`src/rtl/pika_pkg.sv`:
```
// Shared encodings and screen geometry for the volleyball game blocks
// (referee, ball physics, player/NPC controllers).
package pika_pkg;

  localparam int unsigned VBUF_W       = 320;
  localparam int unsigned VBUF_H       = 240;
  localparam int unsigned BALL_W       = 30;
  localparam int unsigned BALL_H       = 30;
  localparam int unsigned NET_POS_X    = 160;
  localparam int unsigned NET_POS_Y    = 140;
  localparam int unsigned NET_W        = 6;
  localparam int unsigned NET_H        = 80;
  localparam int unsigned FLOOR_MARGIN = 20;

  typedef enum logic [1:0] {
    GS_START = 2'd0,
    GS_WAIT  = 2'd1,
    GS_PLAY  = 2'd2,
    GS_END   = 2'd3
  } game_state_e;

  typedef enum logic {
    SIDE_PLAYER = 1'b0,
    SIDE_NPC    = 1'b1
  } side_e;

endpackage

```
`src/rtl/game_referee_if.sv`:
```
// Referee <-> ball physics link: match state and serve side out, ball position back.
interface game_referee_if;
  logic [11:0] Ball_X;
  logic [11:0] Ball_Y;
  logic [1:0]  Game_state;
  logic        who_win;

  modport master (output Game_state, output who_win, input Ball_X, input Ball_Y);
  modport slave  (input Game_state, input who_win, output Ball_X, output Ball_Y);
endinterface

```
`src/rtl/rise_detect.sv`:
```
// Registered rising-edge detector for already-synchronised button levels.
module rise_detect (
  input  logic clk,
  input  logic reset,
  input  logic d_i,
  output logic rise_o
);
  logic d_q;

  // Reset loads 1 so a button held through reset is not seen as a fresh press.
  always_ff @(posedge clk) begin
    if (reset) d_q <= 1'b1;
    else       d_q <= d_i;
  end

  assign rise_o = d_i & ~d_q;
endmodule

```
`src/rtl/game_referee.sv`:
```
// Match controller: start / serve-wait / rally / match-end sequencing,
// floor-touch detection, point awarding and score keeping.
module game_referee
  import pika_pkg::*;
#(
  parameter int unsigned WIN_SCORE        = 5,
  parameter int unsigned DROP_WAIT_CYCLES = 50_000_000
) (
  input  logic                  clk,
  input  logic                  reset,
  input  logic                  start_btn,
  game_referee_if.master        bus,
  output logic [3:0]            player_score,
  output logic [3:0]            npc_score,
  output logic                  match_winner,
  output logic                  point_pulse
);

  localparam int unsigned     CNT_W     = (DROP_WAIT_CYCLES > 1) ? $clog2(DROP_WAIT_CYCLES) : 1;
  localparam logic [CNT_W-1:0] CNT_LAST = CNT_W'(DROP_WAIT_CYCLES - 1);
  localparam logic [12:0]     FLOOR_Y   = 13'(VBUF_H - FLOOR_MARGIN);
  localparam logic [12:0]     NET_MID_X = 13'(NET_POS_X + NET_W / 2);
  localparam logic [3:0]      WIN       = 4'(WIN_SCORE);

  game_state_e      state_q, state_d;
  logic [CNT_W-1:0] cnt_q, cnt_d;
  logic [3:0]       pscore_q, pscore_d;
  logic [3:0]       nscore_q, nscore_d;
  side_e            who_q, who_d;
  side_e            mw_q, mw_d;
  logic             pulse_q, pulse_d;
  logic             armed_q;
  logic             start_press;
  logic [12:0]      ball_bot;
  logic [12:0]      ball_mid;
  logic             ground;
  logic [3:0]       inc;

  rise_detect u_start_rise (
    .clk    (clk),
    .reset  (reset),
    .d_i    (start_btn),
    .rise_o (start_press)
  );

  assign ball_bot = {1'b0, bus.Ball_Y} + 13'(BALL_H);
  assign ball_mid = {1'b0, bus.Ball_X} + 13'(BALL_W / 2);
  // armed_q masks the first PLAY cycle, when Ball_Y still holds the pre-serve value.
  assign ground   = (state_q == GS_PLAY) && armed_q && (ball_bot >= FLOOR_Y);

  always_comb begin
    state_d  = state_q;
    cnt_d    = cnt_q;
    pscore_d = pscore_q;
    nscore_d = nscore_q;
    who_d    = who_q;
    mw_d     = mw_q;
    pulse_d  = 1'b0;
    inc      = '0;
    unique case (state_q)
      GS_START: begin
        if (start_press) begin
          pscore_d = '0;
          nscore_d = '0;
          who_d    = SIDE_PLAYER;
          cnt_d    = '0;
          state_d  = GS_WAIT;
        end
      end
      GS_WAIT: begin
        if (cnt_q == CNT_LAST) begin
          cnt_d   = '0;
          state_d = GS_PLAY;
        end else begin
          cnt_d = cnt_q + CNT_W'(1);
        end
      end
      GS_PLAY: begin
        if (ground) begin
          pulse_d = 1'b1;
          cnt_d   = '0;
          if (ball_mid < NET_MID_X) begin
            inc      = nscore_q + 4'd1;
            nscore_d = inc;
            who_d    = SIDE_NPC;
          end else begin
            inc      = pscore_q + 4'd1;
            pscore_d = inc;
            who_d    = SIDE_PLAYER;
          end
          if (inc == WIN) begin
            mw_d    = who_d;
            state_d = GS_END;
          end else begin
            state_d = GS_WAIT;
          end
        end
      end
      GS_END: begin
        if (start_press) state_d = GS_START;
      end
      default: state_d = GS_START;
    endcase
  end

  always_ff @(posedge clk) begin
    if (reset) begin
      state_q  <= GS_START;
      cnt_q    <= '0;
      pscore_q <= '0;
      nscore_q <= '0;
      who_q    <= SIDE_PLAYER;
      mw_q     <= SIDE_PLAYER;
      pulse_q  <= 1'b0;
      armed_q  <= 1'b0;
    end else begin
      state_q  <= state_d;
      cnt_q    <= cnt_d;
      pscore_q <= pscore_d;
      nscore_q <= nscore_d;
      who_q    <= who_d;
      mw_q     <= mw_d;
      pulse_q  <= pulse_d;
      armed_q  <= (state_q == GS_PLAY);
    end
  end

  assign bus.Game_state = state_q;
  assign bus.who_win    = who_q;
  assign player_score   = pscore_q;
  assign npc_score      = nscore_q;
  assign match_winner   = mw_q;
  assign point_pulse    = pulse_q;

endmodule

```
`src/flat_wrapper.sv`:
```
// flat-port wrapper written by rule: the top's interface ports become plain ports
module game_referee_flat import pika_pkg::*;
#(
  parameter int unsigned WIN_SCORE        = 5,
  parameter int unsigned DROP_WAIT_CYCLES = 50_000_000
)
  (clk, reset, start_btn, player_score, npc_score, match_winner, point_pulse, bus_Game_state, bus_who_win, bus_Ball_X, bus_Ball_Y);
  game_referee_if bus_i ();
  input  logic clk;
  input  logic reset;
  input  logic start_btn;
  output logic [3:0] player_score;
  output logic [3:0] npc_score;
  output logic match_winner;
  output logic point_pulse;
  output wire logic [$bits(bus_i.Game_state)-1:0] bus_Game_state;
  output wire logic [$bits(bus_i.who_win)-1:0] bus_who_win;
  input wire logic [$bits(bus_i.Ball_X)-1:0] bus_Ball_X;
  input wire logic [$bits(bus_i.Ball_Y)-1:0] bus_Ball_Y;
  assign bus_Game_state = bus_i.Game_state;
  assign bus_who_win = bus_i.who_win;
  assign bus_i.Ball_X = bus_Ball_X;
  assign bus_i.Ball_Y = bus_Ball_Y;
  game_referee #(.WIN_SCORE(WIN_SCORE), .DROP_WAIT_CYCLES(DROP_WAIT_CYCLES)) u_core (.clk(clk), .reset(reset), .start_btn(start_btn), .bus(bus_i), .player_score(player_score), .npc_score(npc_score), .match_winner(match_winner), .point_pulse(point_pulse));
endmodule
```
`config.mk`:
```
export PLATFORM = sky130hd
export DESIGN_NAME = game_referee_flat
export DESIGN_NICKNAME = d
export VERILOG_FILES = /design/src/rtl/pika_pkg.sv /design/src/rtl/game_referee_if.sv /design/src/rtl/rise_detect.sv /design/src/rtl/game_referee.sv /design/src/flat_wrapper.sv
export SDC_FILE = /design/constraint.sdc
export NUM_CORES = 1
export LEC_CHECK = 0
export CORE_ASPECT_RATIO = 2
export CORE_UTILIZATION = 50
export CTS_CLUSTER_SIZE = 10
export DETAILED_ROUTE_END_ITERATION = 8
export PLACE_DENSITY = 0.87
export SLEW_MARGIN = 20
export SYNTH_ARGS = -nofsm -noshare
export SYNTH_HDL_FRONTEND = slang
export SYNTH_SLANG_ARGS = --single-unit
```
`constraint.sdc`:
```
create_clock -name clk -period 2.4 [get_ports clk]
set_clock_uncertainty 0.05 [all_clocks]
set_input_delay 0.48 -clock clk [delete_from_list [all_inputs] [get_ports clk]]
set_output_delay 0.48 -clock clk [all_outputs]
set_load 0.02 [all_outputs]
```
* Word level (Yosys, flattened, before mapping)
Index checks and enable logic that the tools add are counted.
** Storage, ports and cells
- Register bits :: 41
- Bits in writable memories :: 0
- Bits in read-only memories :: 0
- Logic and storage cells :: 67
- Bits of input ports :: 27
- Memories :: 0
- Output and inout port bits :: 13
- Bits in latches :: 0
** Operators by class
- Bitwise logic cells :: 3
- Multipliers :: 0
- Order comparisons :: 2
- Shifts and indexed selects :: 0
- Divide/modulo/power cells :: 0
- Add/sub/neg operators :: 5
- Eq/ne operators :: 11
- Muxes and demuxes :: 25
- Reductions and logical operators :: 12
** Operator list (number)
- 2-to-1 mux 26 bit :: 3
- case mux 26 bit (3 select lines) :: 1
- 2-to-1 mux 4 bit :: 8
- adder 26 x 1 -> 26 bit, second input constant :: 1
- == test 26 bit, second input constant :: 1
- case mux 4 bit (2 select lines) :: 2
- adder 12 x 4 -> 13 bit, second input constant :: 1
- adder 12 x 5 -> 13 bit, second input constant :: 1
- greater-or-equal comparator 13 x 8 -> 1 bit, second input constant :: 1
- less-than comparator 13 x 8 -> 1 bit, second input constant :: 1
- AND reduction 4 bit :: 3
- 2-to-1 mux 2 bit :: 5
- AND reduction 3 bit :: 3
- adder 4 x 1 -> 4 bit, second input constant :: 2
- inequality test 2 x 1 -> 1 bit, second input constant :: 4
- case mux 2 bit (4 select lines) :: 1
- == test 2 bit, second input constant :: 2
- == test 4 x 3 -> 1 bit, second input constant :: 1
- 2-to-1 mux 1 bit :: 4
- inequality test 2 bit, second input constant :: 2
- nonzero test 3 bit :: 1
- == test 2 x 1 -> 1 bit, second input constant :: 1
- logical AND 1 bit :: 2
- zero test 2 bit :: 1
- 5 further kinds :: 6

* Depth between registers and ports, before layout
- Depth in word-level cells :: 9
- Depth in mapped cells :: 10
- Depth with buffers taken out :: 8

* Modules after synthesis
From an unflattened synthesis, not the netlist that was laid out.
** Second synthesis, totals
- Cells, all modules :: 299
- Area total of the unflattened synthesis :: 2473.6 µm²
** By module, submodules not included
- game_referee :: area an instance 2441.1 µm², sequential area each 800.8 µm², cells each 296, times used 1
- rise_detect :: area an instance 32.5 µm², sequential area each 20.0 µm², cells each 3, times used 1

* Worst setup path after synthesis
OpenSTA, ideal clock, no wires.
- Path kind :: input-to-reg
- Start point :: input bus_Ball_X[0]
- End point :: register u_core.nscore_q[2] (netlist: u_core.npc_score[2])
- Library setup time :: 0.127 ns
- Path slack :: 0.039 ns
- Stages :: 8
- Arrival time :: 2.184 ns
- Path buffers :: 0
- Required time :: 2.223 ns
- Cell sequence :: inv_1 ha_1 nand2b_1 a2111o_1 a311oi_1 o221ai_1 a22oi_2 o21ai_0
** Between the ends
- Longest elaborated chain between the ends :: 4
** RTL lines
- start, declared :: line flat_wrapper.sv:18 : input wire logic [$bits(bus_i.Ball_X)-1:0] bus_Ball_X;
- adder 12 x 4 -> 13 bit :: line game_referee.sv:47 : assign ball_mid = {1'b0, bus.Ball_X} + 13'(BALL_W / 2);
- less-than comparator 13 x 8 -> 1 bit :: line game_referee.sv:82 : if (ball_mid < NET_MID_X) begin
- inequality test 2 bit (no source line)
- AND reduction 4 bit (no source line)
- end signal, assigned :: line game_referee.sv:120 : nscore_q <= nscore_d;
- end, declared :: line game_referee.sv:28 : logic [3:0] nscore_q, nscore_d;
No other way between the ends.
A chain may end at the register's enable or synchronous reset.

* Final worst setup path
- Start point :: input bus_Ball_Y[11]
- End point :: register u_core.cnt_q[16]
** Between the ends
- Longest elaborated chain between the ends :: 5
** RTL lines
- start, declared :: line flat_wrapper.sv:19 : input wire logic [$bits(bus_i.Ball_Y)-1:0] bus_Ball_Y;
- adder 12 x 5 -> 13 bit :: line game_referee.sv:46 : assign ball_bot = {1'b0, bus.Ball_Y} + 13'(BALL_H);
- greater-or-equal comparator 13 x 8 -> 1 bit :: line game_referee.sv:49 : assign ground = (state_q == GS_PLAY) && armed_q && (ball_bot >= FLOOR_Y);
- logical AND 1 bit :: line game_referee.sv:49
- inequality test 2 x 1 -> 1 bit (no source line)
- AND reduction 3 bit (no source line)
- end signal, assigned :: line game_referee.sv:118 : cnt_q <= cnt_d;
- end, declared :: line game_referee.sv:26 : logic [CNT_W-1:0] cnt_q, cnt_d;
No other way between the ends.

==> results.yml <==
run_status:
  outcome: "finished with violations"
  violations: "setup timing"
critical_path:
  r2r-end: "u_core.player_score[3]"
  worstSetupPathType: "in -> reg"
  worstReg2RegStart: "u_core.bus.Game_state[0]"
  critical_path.max_fanout: 5
  worstPathRequired_ns: 2.55
  crit_buf_inv: 2
  reg2regPathDepth: 7
  cp_slowest_cell: "clkdlybuf4s50_1"
  ff2ff_setup_slack_ns: 0.20
  critPathTopFamily: "simple AND/OR/NAND/NOR gates"
  critPathMaxStageDelay_ns: 0.46
  crit_path_cell_trace: "clkdlybuf4s50_1 > or3b_2 > nor3_1 > nand3b_1 > o211ai_1 > buf_4 > o211a_1 > mux2i_1"
  worst_setup_path_end_kind: "flip-flop"
  cp-start-kind: "input pin"
  worst_ep_arrival_time_ns: 2.57
clock_tree:
  htree_num_levels: 2
  cts_buffers: 5
  insertion_delay_ns: 0.30
  cts_root_buffer: "clkbuf_8"
  clkTransAtPathRegs_ns: 0.09
  hold_buffers: 0
  clock_sinks: 41
  cts_tree: "done"
  cts_buffer_depth: 2
placed_design:
  hpwl_um: 5265
  pre_cts_slack_ns: -0.6244
  dpl_cell_area_sq_um: 3457
  place_congestion: 0.8378
  numPortBuffers: 38
power_and_ir_drop:
  peakVddDrop_uv: 625.9
  p_leak_nw: 1.420
  power_mw: 1.722
  powerDensity_nw_per_um2: 446.6
routing:
  avgViaCountPerCell: 6.871
  dr_wl_met3_um: 547
  top_layer: "met4"
  detail-route-antenna-nets: 0
  wirelength_um: 8946
  dr_wl_met2_um: 4794
  drcViolationCount: 0
  vias: 3243
  dr.pass1.iters: 7
  wl_per_cell_um: 18.95
  wl_met1_um: 2961
  drtIter0Drc: 253
floorplan:
  std_cell_rows: 38
  die_w_um: 55.30
  core_area_sq_um: 5468
  die_h_um: 108.6
  io_pins: 40
  die_area_sq_um: 6004
  initial_core_util_pct: 51.95
logic_synthesis:
  synth_common_cells: "47 x nand3_1, 41 x dfxtp_1, 27 x a21oi_1, 25 x nand3b_1, 21 x mux2i_1"
  ys.flop_type: "dfxtp_1"
  synthTopCellsByArea: "dfxtp_1 29%, nand3_1 8.3%, mux2i_1 7.4%, nand3b_1 6.6%, a21oi_1 4.8%"
  synth_area_per_cell_sq_um: 8.092
  synth_edf_count: 0
  syn_area_sq_um: 2840
  synth_nets: 383
  syn_inst: 351
  synth.most_common_cell: "nand3_1"
  ys_types: 59
  synth_seq_cells: 41
  ys_seq_area_share_pct: 28.90
  ys_async_sr_fraction_pct: 0
  synth_top_area_share_pct: 28.90
  synth_top_cell_by_area: "dfxtp_1"
  yosys_warnings: 0
hold_path:
  hold_start: "u_core.cnt_q[20]"
  hold_class: "reg -> reg"
  holdPathStages: 2
  worstHoldEndpoint: "u_core.cnt_q[20]"
sta:
  setup_viol: 1
  fin_crit_sh_pct: 101.0
  rsz0062_at_grt: "true"
  tns_ns: -0.02501
  max-slew-margin-rel_pct: 51.59
  clock.fmax_mhz: 412.4
  tightest_slew_ns: 0.7206
  post-route-worst-setup-slack_ns: -0.02501
  hold_violations: 0
  fin_crit_ns: 2.425
  slew_viol_final: 0
grt:
  antenna_found_initial: 0
  overflow: 0
  grt_pass1_vias: 3204
  grt_pass1_wl_um: 13910
  grt_util_all_layers_pct: 28.42
  grt_max_degree: 48
flow_run:
  max_cap_violations: 0
layout:
  antennaDiodeCount: 0
  drive_gt1_share_pct: 21.12
  area_growth_pct: 35.77
  n_fill_cell: 391
  stdcell_area_sq_um: 3856
  fin_nets: 443
==> layer usage <==
metal  GRT usage [%]  vias to the layer above
li1                -                     1465
met1           27.60                     1515
met2           52.75                      198
met3           3.947                       65
met4           22.14                        0
met5               0                        -
==> worst max-delay path by stage <==
stage,startpoint,depth (start not counted),end,slack (ns)
2_1_floorplan,bus_Ball_X[0],8,u_core.npc_score[2],0.04
3_3_place_gp,bus_Ball_X[0],9,u_core.player_score[0],-0.55
3_5_place_dp,bus_Ball_Y[1],10,u_core.bus.Game_state[1],-0.62
4_1_cts,bus_Ball_Y[1],9,u_core.cnt_q[2],0.04
5_1_grt,bus_Ball_Y[11],8,u_core.cnt_q[16],-0.13
6_report,bus_Ball_Y[11],8,u_core.cnt_q[16],-0.03
==> state kept, by name (all words and copies together) (netlist names) <==
register	count
u_core.cnt_q	26
u_core.npc_score	4
u_core.player_score	4
u_core.bus.Game_state	2
u_core.armed_q	1
u_core.bus.who_win	1
u_core.match_winner	1
u_core.point_pulse	1
u_core.u_start_rise.d_q	1
==> metrics by stage <==
stage	hold WS [ns]	utilization, %	instances
4_1_cts	0.4338	69.47	471
5_1_grt	0.4680	70.53	472
2_1_floorplan	0.3997	-	351
6_report	0.4400	70.53	472
3_3_place_gp	0.4101	63.23	458
3_5_place_dp	0.4224	63.23	458
==> layout make-up <==
cell class | instances | area (sq um) | share of cell area, %
tap | 60 | 75.07 | 1.947
clock inverter | 3 | 65.06 | 1.687
multi-input combinational | 277 | 2038 | 52.86
clock buffer | 5 | 68.82 | 1.785
timing repair buffer | 77 | 754.5 | 19.57
sequential | 41 | 820.8 | 21.28
inverter | 9 | 33.78 | 0.8761
==> cells by family after synthesis <==
family | Yosys count | synth area share [%]
simple gates | 170 | 35.64
compound gates | 76 | 18.68
flops | 41 | 28.90
buf+inv | 34 | 5.947
mux | 21 | 7.401
fa+ha+maj | 5 | 2.203
xor+xnor | 4 | 1.234
==> worst min-delay path, stage by stage, from the launching register on <==
cell and delay, ns:
dfxtp_1 0.33, nand3_1 0.06, mux2i_1 0.06
==> power by group <==
part / internal (mW) / switching (mW) / total [mW]
clock network: 0.413 / 0.257 / 0.671
logic: 0.159 / 0.195 / 0.354
registers: 0.689 / 0.00850 / 0.697
==> repair_timing <==
item | CTS | global route
setup buffers | 3 | 2
gates resized for setup | 39 | 27
gates cloned | 3 | 0
setup endpoints to repair | 39 | 37
pin swaps | 17 | 13
==> layout by cell type, fill, tap and decap left out, types with 4 or more instances in the layout <==
cell | Yosys | routed
nor2b_1 | 6 | 6
inv_1 | 8 | 4
mux2i_1 | 21 | 21
nand4_1 | 12 | 12
nand3_1 | 47 | 47
clkbuf_8 | 0 | 5
nand3b_1 | 25 | 25
nor3_1 | 7 | 6
clkdlybuf4s50_1 | 0 | 24
dlygate4sd2_1 | 0 | 5
a21oi_1 | 27 | 23
o21ai_0 | 12 | 7
nand2b_1 | 5 | 5
dfxtp_1 | 41 | 41
and3_1 | 10 | 10
buf_12 | 0 | 5
nor2_1 | 12 | 12
buf_6 | 2 | 4
o2111ai_1 | 5 | 5
inv_2 | 0 | 4
nand2_1 | 17 | 17
and4_1 | 4 | 4
buf_4 | 5 | 29
o21ai_1 | 0 | 4
clkbuf_2 | 0 | 4
and2_1 | 4 | 4
dlymetal6s2s_1 | 0 | 4
Note: power is estimated with default switching activity, not from simulation.
